--- src/rtl/rast_pkg.sv ---
// Shared rasterizer front-end types: fixed-point triangle and colour payloads.
// Coordinates are signed, colours unsigned; both carry SIGFIG bits.
package rast_pkg;
   localparam int SIGFIG     = 24;
   localparam int VERTS      = 3;
   localparam int AXIS       = 3;
   localparam int COLORS     = 3;
   localparam int FIFO_DEPTH = 4;

   typedef logic signed [SIGFIG-1:0] coord_t;
   typedef coord_t [VERTS-1:0][AXIS-1:0] tri_t;
   typedef logic [SIGFIG-1:0] chan_t;
   typedef chan_t [COLORS-1:0] color_t;

   typedef struct packed {
      tri_t   tri_v;
      color_t color;
   } tri_entry_t;

   // One extra bit so a full FIFO is distinguishable from an empty one.
   function automatic int cnt_w(input int depth);
      return $clog2(depth) + 1;
   endfunction
endpackage

--- src/rtl/tri_ingress_buffer_if.sv ---
// R10 (source side) and R11 (bbox side) triangle handshake bundle.
// master is the environment around the buffer, slave is the buffer itself.
interface tri_ingress_buffer_if
   import rast_pkg::*;
#(
   parameter int DEPTH = FIFO_DEPTH
);
   localparam int CNT_W = cnt_w(DEPTH);

   tri_t             tri_R10S;
   color_t           color_R10U;
   logic             validTri_R10H;
   logic             halt_RnnnnL;
   tri_t             tri_R11S;
   color_t           color_R11U;
   logic             validTri_R11H;
   logic             halt_ds_RnnnnL;
   logic [CNT_W-1:0] occupancy_R11U;
   logic [31:0]      tri_count_R11U;

   modport master (
      output tri_R10S, color_R10U, validTri_R10H, halt_ds_RnnnnL,
      input  halt_RnnnnL, tri_R11S, color_R11U, validTri_R11H,
             occupancy_R11U, tri_count_R11U
   );

   modport slave (
      input  tri_R10S, color_R10U, validTri_R10H, halt_ds_RnnnnL,
      output halt_RnnnnL, tri_R11S, color_R11U, validTri_R11H,
             occupancy_R11U, tri_count_R11U
   );
endinterface

--- src/rtl/rast_fifo_mem.sv ---
// Triangle storage: one synchronous write port, one combinational read port.
// Contents are deliberately not reset; the owner tracks validity.
module rast_fifo_mem
   import rast_pkg::*;
#(
   parameter int DEPTH = FIFO_DEPTH,
   localparam int AW   = $clog2(DEPTH)
) (
   input  logic          clk,
   input  logic          we,
   input  logic [AW-1:0] waddr,
   input  tri_entry_t    wdata,
   input  logic [AW-1:0] raddr,
   output tri_entry_t    rdata
);
   tri_entry_t mem [DEPTH];

   always_ff @(posedge clk) begin
      if (we) mem[waddr] <= wdata;
   end

   assign rdata = mem[raddr];
endmodule

--- src/rtl/tri_ingress_buffer.sv ---
// Rasterizer ingress FIFO: R10 triangles in, R11 head out one cycle after a push into empty.
// halt_RnnnnL drops only when DEPTH entries are held; halt_ds_RnnnnL low freezes the head.
module tri_ingress_buffer
   import rast_pkg::*;
#(
   parameter int DEPTH = FIFO_DEPTH
) (
   input logic                 clk,
   input logic                 rst,
   tri_ingress_buffer_if.slave bus
);
   localparam int AW    = $clog2(DEPTH);
   localparam int CNT_W = cnt_w(DEPTH);

   logic [CNT_W-1:0] count;
   logic [AW-1:0]    wr_ptr;
   logic [AW-1:0]    rd_ptr;
   logic [31:0]      tri_count;
   logic             full;
   logic             empty;
   logic             push;
   logic             pop;
   tri_entry_t       wdata;
   tri_entry_t       rdata;

   assign full  = (count == CNT_W'(DEPTH));
   assign empty = (count == '0);
   assign push  = bus.validTri_R10H & ~full;
   assign pop   = ~empty & bus.halt_ds_RnnnnL;

   assign wdata.tri_v = bus.tri_R10S;
   assign wdata.color = bus.color_R10U;

   rast_fifo_mem #(.DEPTH(DEPTH)) u_mem (
      .clk   (clk),
      .we    (push),
      .waddr (wr_ptr),
      .wdata (wdata),
      .raddr (rd_ptr),
      .rdata (rdata)
   );

   always_ff @(posedge clk or posedge rst) begin
      if (rst) begin
         count     <= '0;
         wr_ptr    <= '0;
         rd_ptr    <= '0;
         tri_count <= '0;
      end else begin
         if (push) begin
            wr_ptr    <= wr_ptr + AW'(1);
            tri_count <= tri_count + 32'd1;
         end
         if (pop) rd_ptr <= rd_ptr + AW'(1);
         case ({push, pop})
            2'b10:   count <= count + CNT_W'(1);
            2'b01:   count <= count - CNT_W'(1);
            default: count <= count;
         endcase
      end
   end

   assign bus.halt_RnnnnL    = ~full;
   assign bus.validTri_R11H  = ~empty;
   assign bus.occupancy_R11U = count;
   assign bus.tri_count_R11U = tri_count;
   // Unreset storage must never leak out, so the head is masked while empty.
   assign bus.tri_R11S       = empty ? '0 : rdata.tri_v;
   assign bus.color_R11U     = empty ? '0 : rdata.color;

`ifndef SYNTHESIS
   a_stall_stable: assert property (@(posedge clk) disable iff (rst)
      (bus.validTri_R11H && !bus.halt_ds_RnnnnL) |=>
         ($stable(bus.tri_R11S) && $stable(bus.color_R11U)));
   a_count_bound: assert property (@(posedge clk) disable iff (rst)
      count <= CNT_W'(DEPTH));
`endif
endmodule

--- src/flat_wrapper.sv ---
// flat-port wrapper written by rule: the top's interface ports become plain ports
module tri_ingress_buffer_flat import rast_pkg::*;
#(
   parameter int DEPTH = FIFO_DEPTH
)
  (clk, rst, bus_tri_R10S, bus_color_R10U, bus_validTri_R10H, bus_halt_ds_RnnnnL, bus_halt_RnnnnL, bus_tri_R11S, bus_color_R11U, bus_validTri_R11H, bus_occupancy_R11U, bus_tri_count_R11U);
  tri_ingress_buffer_if #(.DEPTH(DEPTH)) bus_i ();
  input logic clk;
  input logic rst;
  input wire logic [$bits(bus_i.tri_R10S)-1:0] bus_tri_R10S;
  input wire logic [$bits(bus_i.color_R10U)-1:0] bus_color_R10U;
  input wire logic [$bits(bus_i.validTri_R10H)-1:0] bus_validTri_R10H;
  input wire logic [$bits(bus_i.halt_ds_RnnnnL)-1:0] bus_halt_ds_RnnnnL;
  output wire logic [$bits(bus_i.halt_RnnnnL)-1:0] bus_halt_RnnnnL;
  output wire logic [$bits(bus_i.tri_R11S)-1:0] bus_tri_R11S;
  output wire logic [$bits(bus_i.color_R11U)-1:0] bus_color_R11U;
  output wire logic [$bits(bus_i.validTri_R11H)-1:0] bus_validTri_R11H;
  output wire logic [$bits(bus_i.occupancy_R11U)-1:0] bus_occupancy_R11U;
  output wire logic [$bits(bus_i.tri_count_R11U)-1:0] bus_tri_count_R11U;
  assign bus_i.tri_R10S = bus_tri_R10S;
  assign bus_i.color_R10U = bus_color_R10U;
  assign bus_i.validTri_R10H = bus_validTri_R10H;
  assign bus_i.halt_ds_RnnnnL = bus_halt_ds_RnnnnL;
  assign bus_halt_RnnnnL = bus_i.halt_RnnnnL;
  assign bus_tri_R11S = bus_i.tri_R11S;
  assign bus_color_R11U = bus_i.color_R11U;
  assign bus_validTri_R11H = bus_i.validTri_R11H;
  assign bus_occupancy_R11U = bus_i.occupancy_R11U;
  assign bus_tri_count_R11U = bus_i.tri_count_R11U;
  tri_ingress_buffer #(.DEPTH(DEPTH)) u_core (.clk(clk), .rst(rst), .bus(bus_i));
endmodule
--- config.mk ---
export PLATFORM = sky130hd
export DESIGN_NAME = tri_ingress_buffer_flat
export DESIGN_NICKNAME = d
export VERILOG_FILES = /design/src/rtl/rast_pkg.sv /design/src/rtl/tri_ingress_buffer_if.sv /design/src/rtl/rast_fifo_mem.sv /design/src/rtl/tri_ingress_buffer.sv /design/src/flat_wrapper.sv
export SDC_FILE = /design/constraint.sdc
export NUM_CORES = 1
export LEC_CHECK = 0
export ABC_AREA = 1
export CELL_PAD_IN_SITES_DETAIL_PLACEMENT = 1
export CELL_PAD_IN_SITES_GLOBAL_PLACEMENT = 2
export CORE_ASPECT_RATIO = 1.4
export CORE_MARGIN = 2
export CORE_UTILIZATION = 34
export DETAILED_ROUTE_END_ITERATION = 8
export HOLD_SLACK_MARGIN = 0.12
export PLACE_DENSITY = 0.87
export SLEW_MARGIN = 20
export SYNTH_ARGS = -nofsm -noshare
export SYNTH_HDL_FRONTEND = slang
export SYNTH_SLANG_ARGS = --single-unit
--- constraint.sdc ---
create_clock -name clk -period 13.4 [get_ports clk]
set_clock_uncertainty 0.1 [all_clocks]
set_input_delay 4.02 -clock clk [delete_from_list [all_inputs] [get_ports clk]]
set_output_delay 4.02 -clock clk [all_outputs]
set_load 0.05 [all_outputs]
==> results of run 1 <==
==> worst reg2reg max path: cells and delay by family (launching register included) <==
family        cells  cell delay [ns]
buf+inv           3             2.09
flops             1             0.44
simple gates      4             0.72
==> cell usage after synthesis (11+ instances only) <==
cell,instances
sky130_fd_sc_hd__edfxtp_1,1152
sky130_fd_sc_hd__nand4_1,11
sky130_fd_sc_hd__buf_2,77
sky130_fd_sc_hd__buf_4,25
sky130_fd_sc_hd__nor2_1,1192
sky130_fd_sc_hd__a21oi_1,289
sky130_fd_sc_hd__nand2_1,82
sky130_fd_sc_hd__clkbuf_1,100
sky130_fd_sc_hd__xor2_1,16
sky130_fd_sc_hd__o21ai_0,419
sky130_fd_sc_hd__dfrtp_1,39
sky130_fd_sc_hd__buf_1,20
sky130_fd_sc_hd__nand3_1,14
sky130_fd_sc_hd__inv_1,44
sky130_fd_sc_hd__o21ai_1,164
==> registers in the layout, summed over array words and instances (netlist names) <==
name and flops:
u_core.bus.occupancy_R11U 3, u_core.rd_ptr 2, u_core.u_mem.mem 1152, u_core.bus.tri_count_R11U 32
u_core.wr_ptr 2
==> layout make-up <==
| class | instances | area (µm²) | area share |
|---|---|---|---|
| flip-flops and latches | 1191 | 35600 | 0.613 |
| multi-input cells | 2211 | 9680 | 0.167 |
| repair buffers | 650 | 6560 | 0.113 |
| clock buffers | 140 | 3030 | 0.0523 |
| well taps | 1782 | 2230 | 0.0384 |
| clock inverters | 75 | 717 | 0.0124 |
| inverters | 47 | 199 | 0.00343 |
| diodes | 16 | 40.0 | 0.000690 |
==> logic make-up after synthesis <==
| logic type | synth area share |
|---|---|
| XOR/XNOR | 0.00453 |
| adder cells (fa/ha/maj) | 0.00205 |
| AND/OR/NAND/NOR | 0.107 |
| AO/OA/AOI/OAI | 0.0940 |
| buffers and inverters | 0.0258 |
| flip-flops | 0.766 |
==> per-stage QoR <==
step / worst slack [ns] / util / instances / setup TNS, ns / hold WS [ns]
after floorplan: -3.93 / - / 3671 / -4530.39 / 0.480
after global placement: 4.79 / 0.400 / 5881 / 0 / 0.408
after detailed placement: 4.72 / 0.400 / 5881 / 0 / 0.414
after CTS: 3.83 / 0.427 / 6096 / 0 / 0.431
after global routing: 3.61 / 0.428 / 6112 / 0 / 0.451
final: 3.90 / 0.428 / 6112 / 0 / 0.426
==> how the worst max path moves through the flow <==
stage	end	slack, ns	cells past startpoint
6_report	bus_tri_R11S[96]	3.90	8
5_1_grt	bus_tri_R11S[96]	3.61	8
4_1_cts	bus_tri_R11S[96]	3.83	8
3_5_place_dp	bus_tri_R11S[151]	4.72	8
3_3_place_gp	bus_color_R11U[38]	4.79	8
2_1_floorplan	u_core.u_mem.mem[0][0]	-3.93	3
==> per-layer routing <==
layer	global-route usage	vias to the layer above	wire length, µm
li1	-	14100	-
met1	0.208	15400	50700
met2	0.335	758	69900
met3	0.0524	226	9030
met4	0.0799	46	4570
met5	0	-	281
==> results.md, run 1 <==
* Cell count of the worst reg-to-reg path at 7
* Half-perimeter wire length after detailed placement at approximately 80000 µm
* Area share of the leading cell type in the synthesized netlist at 0.745
* Initial core utilization at 0.342
* Pin count of the biggest net entering global routing at 235
* Vias per inst at ~5
* Commonest cells after routing, fill and taps aside: sky130_fd_sc_hd__nor2_1, sky130_fd_sc_hd__edfxtp_1, sky130_fd_sc_hd__clkdlybuf4s50_1
* Design area at approximately 58000 µm²
* Fraction of the cycle the final worst path needs at 0.709
* Peak Freq at 105 MHz
* Path category of the worst min-delay check: flop to flop
* Startpoint types: flop
* First-pass GRT wire length at 199000 µm
* Yosys warning count at 0
* Cell type of the slowest stage on the worst timing path: sky130_fd_sc_hd__clkdlybuf4s50_1
* Die Footprint at ~140000 µm²
* Core ar. at about 140000 µm²
* Number of setup violations in the final report at 0
* Final hold violation count at 0
* Outcome: complete, no violations
* Ratio of cells with drive above 1 in the final layout at 0.0503
* #FFs+latches synth at 1191
* Slew at the pin with the worst max-slew slack at roughly 1.1 ns
* Delay of the slowest cell on the worst path at 0.87 ns
* Post-synth design cell area at roughly 46000 µm²
* Number of iterations in the first detailed-routing pass at 5
* Most area-hungry cell type in the Yosys netlist: sky130_fd_sc_hd__edfxtp_1
* Port Buf Inserts at 616
* Largest fanout on the critical path at 165
* Post-synth net total at 3970
* Via count at 30500
* Largest delay contributor family on the critical path: buffers and inverters
* Type of element capturing the critical path: primary output
* CTS tree: yes
* Required time of the worst setup path at 9.28 ns
* Worst reg2reg setup slack at about 9.6 ns
* Proportion of register bits with asynchronous set or reset after synthesis at 0.0327
* WL per Instance at 22.0 µm
* Area added between synthesis and finish at 25.0%
* CP cell instances: buf_4 -> buf_4 -> buf_12 -> nor2_1 -> nor2_1 -> o21ai_0 -> a21oi_1 -> clkdlybuf4s50_1
* Number of standard cells after synthesis at approximately 3700
* Horizontal die dimension at 316 µm
* Number of cells upsized or downsized after cts at 0
* Number of pins with negative max-slew slack in the final report at 0
* Total wire length after detailed routing at 135000 µm
* Number of buffers and inverters on the critical path at 4
* Number of buffers added by the clock tree synthesis step at 115
* Fraction of the yosys area taken by sequential cells at 0.766
* Arrival time of data at the critical path endpoint at 5.38 ns
* Critical path launch point: u_core.rd_ptr[0]
* Root Driver: sky130_fd_sc_hd__clkbuf_16
* Number of flops mapped to enable cells by yosys at 1152
* Depth of the CTS H-tree at 3
* I/O pins at 617
* Clock slew at the register clock pins of the worst setup and hold paths at 0.06 ns
* Post-DRT Antenna Nets at 0
* Total track usage at 0.187
* Drt first-iter violations at 2031
* Chip height at roughly 440 µm
* Crit Path Category: flop to primary output
* Detailed-route DRC error count at 0
* Placement Cell Area at 54200 µm²
* RSZ-0062 raised after global routing: no
* Worst Hold Launch: u_core.bus.tri_count_R11U[2]
* Overflow left after global routing at 0
* Crit Reg-Reg Endpoint: u_core.u_mem.mem[0][210]
* Max-Cap Viols at 0
* RR Startpoint: u_core.bus.occupancy_R11U[0]
* Most instantiated flip-flop cell in the synthesis netlist: sky130_fd_sc_hd__edfxtp_1
* Buffers inserted by post-CTS timing repair at 0
* Slew HR at 0.250
* Distinct cell type count after synthesis at 25
* Worst-case clock buffer depth at 3
* Hold path depth at 1
* Final-layout fill cell count at ~14000
* Syn avg cell area at about 13 µm²
* Clock network latency to the later pin of the worst-skew pair at 0.73 ns
* Min Tclk post-route at 9.50 ns
* Antenna violations before repair at 41
* Post-cts hold buffer count at 0
* Synth top area cells: sky130_fd_sc_hd__edfxtp_1, sky130_fd_sc_hd__nor2_1, sky130_fd_sc_hd__o21ai_0
* Number of nets in the finished design at 4515
* Routability congestion estimate from global placement at 0.777
* Worst hold path endpoint: u_core.bus.tri_count_R11U[2]
* Via count of the first global-routing pass at approximately 32000
* Most frequent standard cell in the layout excluding fill and tap cells: sky130_fd_sc_hd__nor2_1
* Clk sink count at 1191
* Number of standard-cell rows in the floorplan at between 150 and 200
Power of run 1 is left out: the tool's default activity adds up to more than one toggle a clock period on the data nets, which glitch-free logic cannot reach.
==> run 2, diff against run 1 <==
clock period = 8.4 ns   (was 13.4 ns; I/O delays follow)
==> results.md, run 2 (same netlist as run 1, synthesis figures left out) <==
* Number of nets in the finished design at 4522 (was 4515)
* Chip height at 441 µm (unchanged)
* Root Driver: sky130_fd_sc_hd__clkbuf_16 (unchanged)
* Final hold violation count at 0 (unchanged)
* Slew at the pin with the worst max-slew slack at 1.08 ns (was 1.13 ns)
* Non-filler instance count after layout at 6125 (was 6112)
* Type of element capturing the critical path: primary output (unchanged)
* Number of buffers added by the clock tree synthesis step at 113 (was 115)
* Fraction of the cycle the final worst path needs at 0.832
* Ratio of cells with drive above 1 in the final layout at 0.0494 (was 0.0503)
* Routability congestion estimate from global placement at 0.801 (was 0.777)
* Overflow left after global routing at 0 (unchanged)
* Outcome: complete, no violations (unchanged)
* Post-DRT Antenna Nets at 0 (unchanged)
* Die Footprint at 140000 µm² (unchanged)
* Max reg flops at 1152 (unchanged)
* CTS tree: yes (unchanged)
* Clock slew at the register clock pins of the worst setup and hold paths at 0.06 ns (about the same)
* Pwr Density at 451 nW/µm²
* Worst-case clock buffer depth at 3 (unchanged)
* Commonest cells after routing, fill and taps aside: sky130_fd_sc_hd__nor2_1, sky130_fd_sc_hd__edfxtp_1, sky130_fd_sc_hd__clkdlybuf4s50_1 (unchanged)
* Total wire length after detailed routing at 137000 µm (was 135000 µm)
* Detailed-route DRC error count at 0 (unchanged)
* Via count at 30700 (was 30500)
* Total track usage at 0.190 (was 0.187)
* Initial core utilization at 0.342 (unchanged)
* Required time of the worst setup path at 5.78 ns (was 9.28 ns)
* Dpl ws at 2.18 ns (was 4.72 ns)
* Number of iterations in the first detailed-routing pass at 8 (was 5)
* Number of pins with negative max-slew slack in the final report at 0 (unchanged)
* Worst reg2reg setup slack at 5.45 ns (was 9.57 ns)
* Max-Cap Viols at 0 (unchanged)
* Number of cells upsized or downsized after cts at 0 (unchanged)
* Number of setup violations in the final report at 0 (unchanged)
* Horizontal die dimension at 316 µm (unchanged)
* Antenna violations before repair at 40 (was 41)
* Leakage component of the power at 19.2 nW
* Pin count of the biggest net entering global routing at 164 (was 235)
* Min Tclk post-route at 6.99 ns
* Peak supply drop at 0.000599 V
* Vias per inst at 5.00 (was 4.99)
* First-pass GRT wire length at 200000 µm (was 199000 µm)
* Worst-case setup margin in the final layout at 1.41 ns (was 3.90 ns)
* Arrival time of data at the critical path endpoint at 4.37 ns (was 5.38 ns)
* Slew HR at 0.280 (was 0.250)
* Half-perimeter wire length after detailed placement at 80500 µm (was 79700 µm)
* RSZ-0062 raised after global routing: no (unchanged)
* WL per Instance at 22.3 µm (was 22.0 µm)
* Most frequent standard cell in the layout excluding fill and tap cells: sky130_fd_sc_hd__nor2_1 (unchanged)
* Crit Path Category: flop to primary output (unchanged)
* Cell count after placement at 5890 (was 5881)
* Worst-case hold slack at 0.426 ns (about the same)
* Clk sink count at 1191 (unchanged)
* Core ar. at 136000 µm² (unchanged)
* Post-cts hold buffer count at 0 (unchanged)
* Clock network latency to the later pin of the worst-skew pair at 0.72 ns (was 0.73 ns)
* Number of standard-cell rows in the floorplan at 160 (unchanged)
* Area added between synthesis and finish at 25.1% (was 25.0%)
* Depth of the CTS H-tree at 3 (unchanged)
* Startpoint types: flop (unchanged)
* Register bank with the most flops: u_core.u_mem.mem (unchanged)
* I/O pins at 617 (unchanged)
* Largest fanout on the critical path at 146 (was 165)
* Buffers inserted by post-CTS timing repair at 0 (unchanged)
* Path category of the worst min-delay check: flop to flop (unchanged)
* Drt first-iter violations at 2046 (was 2031)
* Port Buf Inserts at 616 (unchanged)
* Via count of the first global-routing pass at 32700 (was 32400)
* Peak Freq at 143 MHz
==> run 2: final timing paths <==
path / from / end / depth (start not counted)
max: u_core.rd_ptr[0] / bus_tri_R11S[98] / 5
max in group asynchronous: rst / u_core.rd_ptr[0] / 3
min in group asynchronous: rst / u_core.bus.tri_count_R11U[5] / 3
min reg2reg: u_core.bus.tri_count_R11U[6] / u_core.bus.tri_count_R11U[6] / 1
max reg2reg: u_core.bus.occupancy_R11U[0] / u_core.u_mem.mem[1][208] / 5
min: u_core.bus.tri_count_R11U[6] / u_core.bus.tri_count_R11U[6] / 1
==> run 2: through the flow <==
step	TNS, ns	instance area (µm²)	total power (W)	util
2_1_floorplan	-2941.11	46400	0.0168	-
3_5_place_dp	0	54400	0.0214	0.401
4_1_cts	0	58000	0.0265	0.427
6_report	0	58100	0.0262	0.428
5_1_grt	0	58000	0.0274	0.428
3_3_place_gp	0	54400	0.0212	0.401
==> run 2: worst max-delay path, cell delays in order, from the launching register on <==
cell and delay, ns:
sky130_fd_sc_hd__dfrtp_4 0.73, sky130_fd_sc_hd__inv_8 0.68, sky130_fd_sc_hd__buf_4 0.59, sky130_fd_sc_hd__o21ai_0 0.18, sky130_fd_sc_hd__a21oi_1 0.32, sky130_fd_sc_hd__clkdlybuf4s50_1 0.88
==> run 2: final cells by class <==
cell class | instances | area [µm²]
repair buffers | 659 | 6710
clock inverters | 57 | 455
multi-input cells | 2211 | 9680
well taps | 1782 | 2230
diodes | 27 | 67.6
flip-flops and latches | 1191 | 35600
clock buffers | 151 | 3130
fillers | 14200 | 77700
inverters | 47 | 199
==> run 2: report_power, final <==
group	total (W)	internal [W]	switching [W]
Sequential	0.00812	0.00777	0.000346
Combinational	0.0131	0.00360	0.00949
Clock	0.00501	0.00281	0.00220
Total	0.0262	0.0142	0.0120
==> run 2: routing by layer <==
metal,share of wire,vias to the layer above,GRT usage,wire [µm]
li1,-,14100,-,-
met1,0.39,15500,0.217,52600
met5,0.0016,-,0,225
met2,0.51,773,0.335,70000
met3,0.063,246,0.0504,8630
met4,0.037,32,0.0780,5040
Note: power is estimated with default switching activity, not from simulation.
==> run 3, diff against run 2 <==
CORE_UTILIZATION = 37   (was 34)
PLACE_DENSITY = 0.9   (was 0.87)
clock period = 6.9 ns   (was 8.4 ns; I/O delays follow)
==> results.md, run 3 (same netlist as run 1, synthesis figures left out) <==
* Min Tclk post-route at 6.16 ns
* Final hold violation count at 0 (unchanged)
* Initial core utilization at 0.373 (was 0.342)
* RR Startpoint: u_core.bus.occupancy_R11U[0] (unchanged)
* Startpoint types: flop (unchanged)
* Worst hold path endpoint: u_core.bus.tri_count_R11U[4] (was u_core.bus.tri_count_R11U[6])
* Crit Path Category: flop to primary output (unchanged)
* Die Footprint at 128000 µm² (was 140000 µm²)
* WL per Instance at 23.3 µm (was 22.3 µm)
* Outcome: complete, no violations (unchanged)
* Number of pins with negative max-slew slack in the final report at 0 (unchanged)
* Register bank with the most flops: u_core.u_mem.mem (unchanged)
* Design area at 58200 µm² (was 58100 µm²)
* Pwr Density at 555 nW/µm² (was 451 nW/µm²)
* Leakage component of the power at 19.4 nW (was 19.2 nW)
* Crit Reg-Reg Endpoint: u_core.u_mem.mem[2][137] (was u_core.u_mem.mem[1][208])
* Most frequent standard cell in the layout excluding fill and tap cells: sky130_fd_sc_hd__nor2_1 (unchanged)
* Max-Cap Viols at 0 (unchanged)
* Max reg flops at 1152 (unchanged)
* Clock slew at the register clock pins of the worst setup and hold paths at 0.07 ns (was 0.06 ns)
* Overall power at 0.0323 W (was 0.0262 W)
* Placement Cell Area at 54400 µm² (about the same)
* Overflow left after global routing at 0 (unchanged)
* Type of element capturing the critical path: primary output (unchanged)
* Commonest cells after routing, fill and taps aside: sky130_fd_sc_hd__nor2_1, sky130_fd_sc_hd__edfxtp_1, sky130_fd_sc_hd__clkdlybuf4s50_1 (unchanged)
* Number of standard-cell rows in the floorplan at 153 (was 160)
* Total wire length after detailed routing at 140000 µm (was 137000 µm)
* Worst reg2reg setup slack at 4.13 ns (was 5.45 ns)
* Routability congestion estimate from global placement at 0.844 (was 0.801)
* Root Driver: sky130_fd_sc_hd__clkbuf_16 (unchanged)
* Total track usage at 0.212 (was 0.190)
* Via count at 31100 (was 30700)
* Half-perimeter wire length after detailed placement at 85000 µm (was 80500 µm)
* Number of buffers added by the clock tree synthesis step at 113 (unchanged)
* Post-DRT Antenna Nets at 0 (unchanged)
* Slew at the pin with the worst max-slew slack at 1.13 ns (was 1.08 ns)
* Worst Hold Launch: u_core.bus.tri_count_R11U[4] (was u_core.bus.tri_count_R11U[6])
* Drt first-iter violations at 1975 (was 2046)
* Horizontal die dimension at 303 µm (was 316 µm)
* Cell count after placement at 5753 (was 5890)
* Pin count of the biggest net entering global routing at 181 (was 164)
* Via count of the first global-routing pass at 33200 (was 32700)
* Antenna violations before repair at 40 (unchanged)
* First-pass GRT wire length at 205000 µm (was 200000 µm)
* Detailed-route DRC error count at 0 (unchanged)
* RSZ-0062 raised after global routing: no (unchanged)
* Fraction of the cycle the final worst path needs at 0.893
* Hold path depth at 1 (unchanged)
* Core ar. at 124000 µm² (was 136000 µm²)
* Required time of the worst setup path at 4.73 ns (was 5.78 ns)
* Port Buf Inserts at 616 (unchanged)
* Area added between synthesis and finish at 25.3% (was 25.1%)
* Peak supply drop at 0.000456 V (was 0.000599 V)
* Slew HR at 0.250 (was 0.280)
* Accumulated negative setup slack at 0 ns (unchanged)
* Number of cells upsized or downsized after cts at 0 (unchanged)
* CTS tree: yes (unchanged)
* Buffers inserted by post-CTS timing repair at 0 (unchanged)
* Final-layout fill cell count at 12900 (was 14200)
* Largest fanout on the critical path at 143 (was 146)
* Non-filler instance count after layout at 5997 (was 6125)
* Worst-case clock buffer depth at 3 (unchanged)
* Number of nets in the finished design at 4540 (was 4522)
* Cell count of the worst reg-to-reg path at 5 (unchanged)
* Clk sink count at 1191 (unchanged)
* Ratio of cells with drive above 1 in the final layout at 0.0569 (was 0.0494)
* Peak Freq at 162 MHz
* Number of setup violations in the final report at 0 (unchanged)
* Vias per inst at 5.19 (was 5.00)
* Post-cts hold buffer count at 0 (unchanged)
* I/O pins at 617 (unchanged)
* Depth of the CTS H-tree at 3 (unchanged)
* Number of iterations in the first detailed-routing pass at 5 (was 8)
* Path category of the worst min-delay check: flop to flop (unchanged)
* Clock network latency to the later pin of the worst-skew pair at 0.74 ns (was 0.72 ns)
* Chip height at 423 µm (was 441 µm)
* Arrival time of data at the critical path endpoint at 3.99 ns (was 4.37 ns)
## run 3: cell types whose count changed in the layout (fill, tap and decap cells not counted), moves of 3 or more
cell / delta
sky130_fd_sc_hd__clkbuf_16: -5
sky130_fd_sc_hd__diode_2: +5
sky130_fd_sc_hd__clkbuf_1: -8
sky130_fd_sc_hd__buf_12: +6
sky130_fd_sc_hd__buf_4: +12
sky130_fd_sc_hd__clkinv_1: -4
sky130_fd_sc_hd__inv_6: +4
sky130_fd_sc_hd__clkinv_2: +10
sky130_fd_sc_hd__bufinv_16: +4
sky130_fd_sc_hd__clkinv_8: +3
## run 3: layout make-up
type | instances | area (µm²) | area share
sequential | 1191 | 35600 | 0.611
multi-input combinational | 2211 | 9700 | 0.167
timing repair buffer | 677 | 6920 | 0.119
clock buffer | 139 | 2990 | 0.0513
tap | 1627 | 2040 | 0.0350
clock inverter | 73 | 686 | 0.0118
inverter | 47 | 199 | 0.00342
antenna | 32 | 80.1 | 0.00138
## run 3: worst max path at each step
stage,start,end
floorplan,bus_validTri_R10H,u_core.u_mem.mem[0][0]
global placement,u_core.rd_ptr[0],bus_color_R11U[31]
detailed placement,u_core.rd_ptr[0],bus_color_R11U[31]
CTS,u_core.rd_ptr[0],bus_color_R11U[31]
global route,u_core.rd_ptr[0],bus_color_R11U[31]
finish,u_core.rd_ptr[0],bus_color_R11U[31]
## run 3: per-layer routing
layer	global-route usage	routed length, µm	up-vias
met5	0	124	-
met4	0.109	5670	18
met3	0.0465	8150	247
met2	0.366	72000	894
met1	0.246	53900	15800
li1	-	-	14100
## run 3: power by group
group	internal (W)	switching, W	total (W)
sequential	0.00945	0.000412	0.00986
combinational	0.00446	0.0117	0.0162
clock	0.00349	0.00275	0.00624
total	0.0174	0.0149	0.0323
## run 3: critical path, stage by stage (launching register included)
cell                              delay [ns]
sky130_fd_sc_hd__dfrtp_4                0.63
sky130_fd_sc_hd__inv_8                  0.60
sky130_fd_sc_hd__buf_4                  0.44
sky130_fd_sc_hd__o21ai_0                0.17
sky130_fd_sc_hd__a21oi_1                0.36
sky130_fd_sc_hd__clkdlybuf4s50_1        0.89
## run 3: metrics by stage
step,setup WS (ns),utilization,hold slack (ns)
after floorplan,-0.196,-,0.480
after global placement,1.53,0.437,0.419
after detailed placement,1.52,0.437,0.414
after CTS,0.659,0.467,0.427
after global routing,0.595,0.468,0.454
final,0.738,0.468,0.426
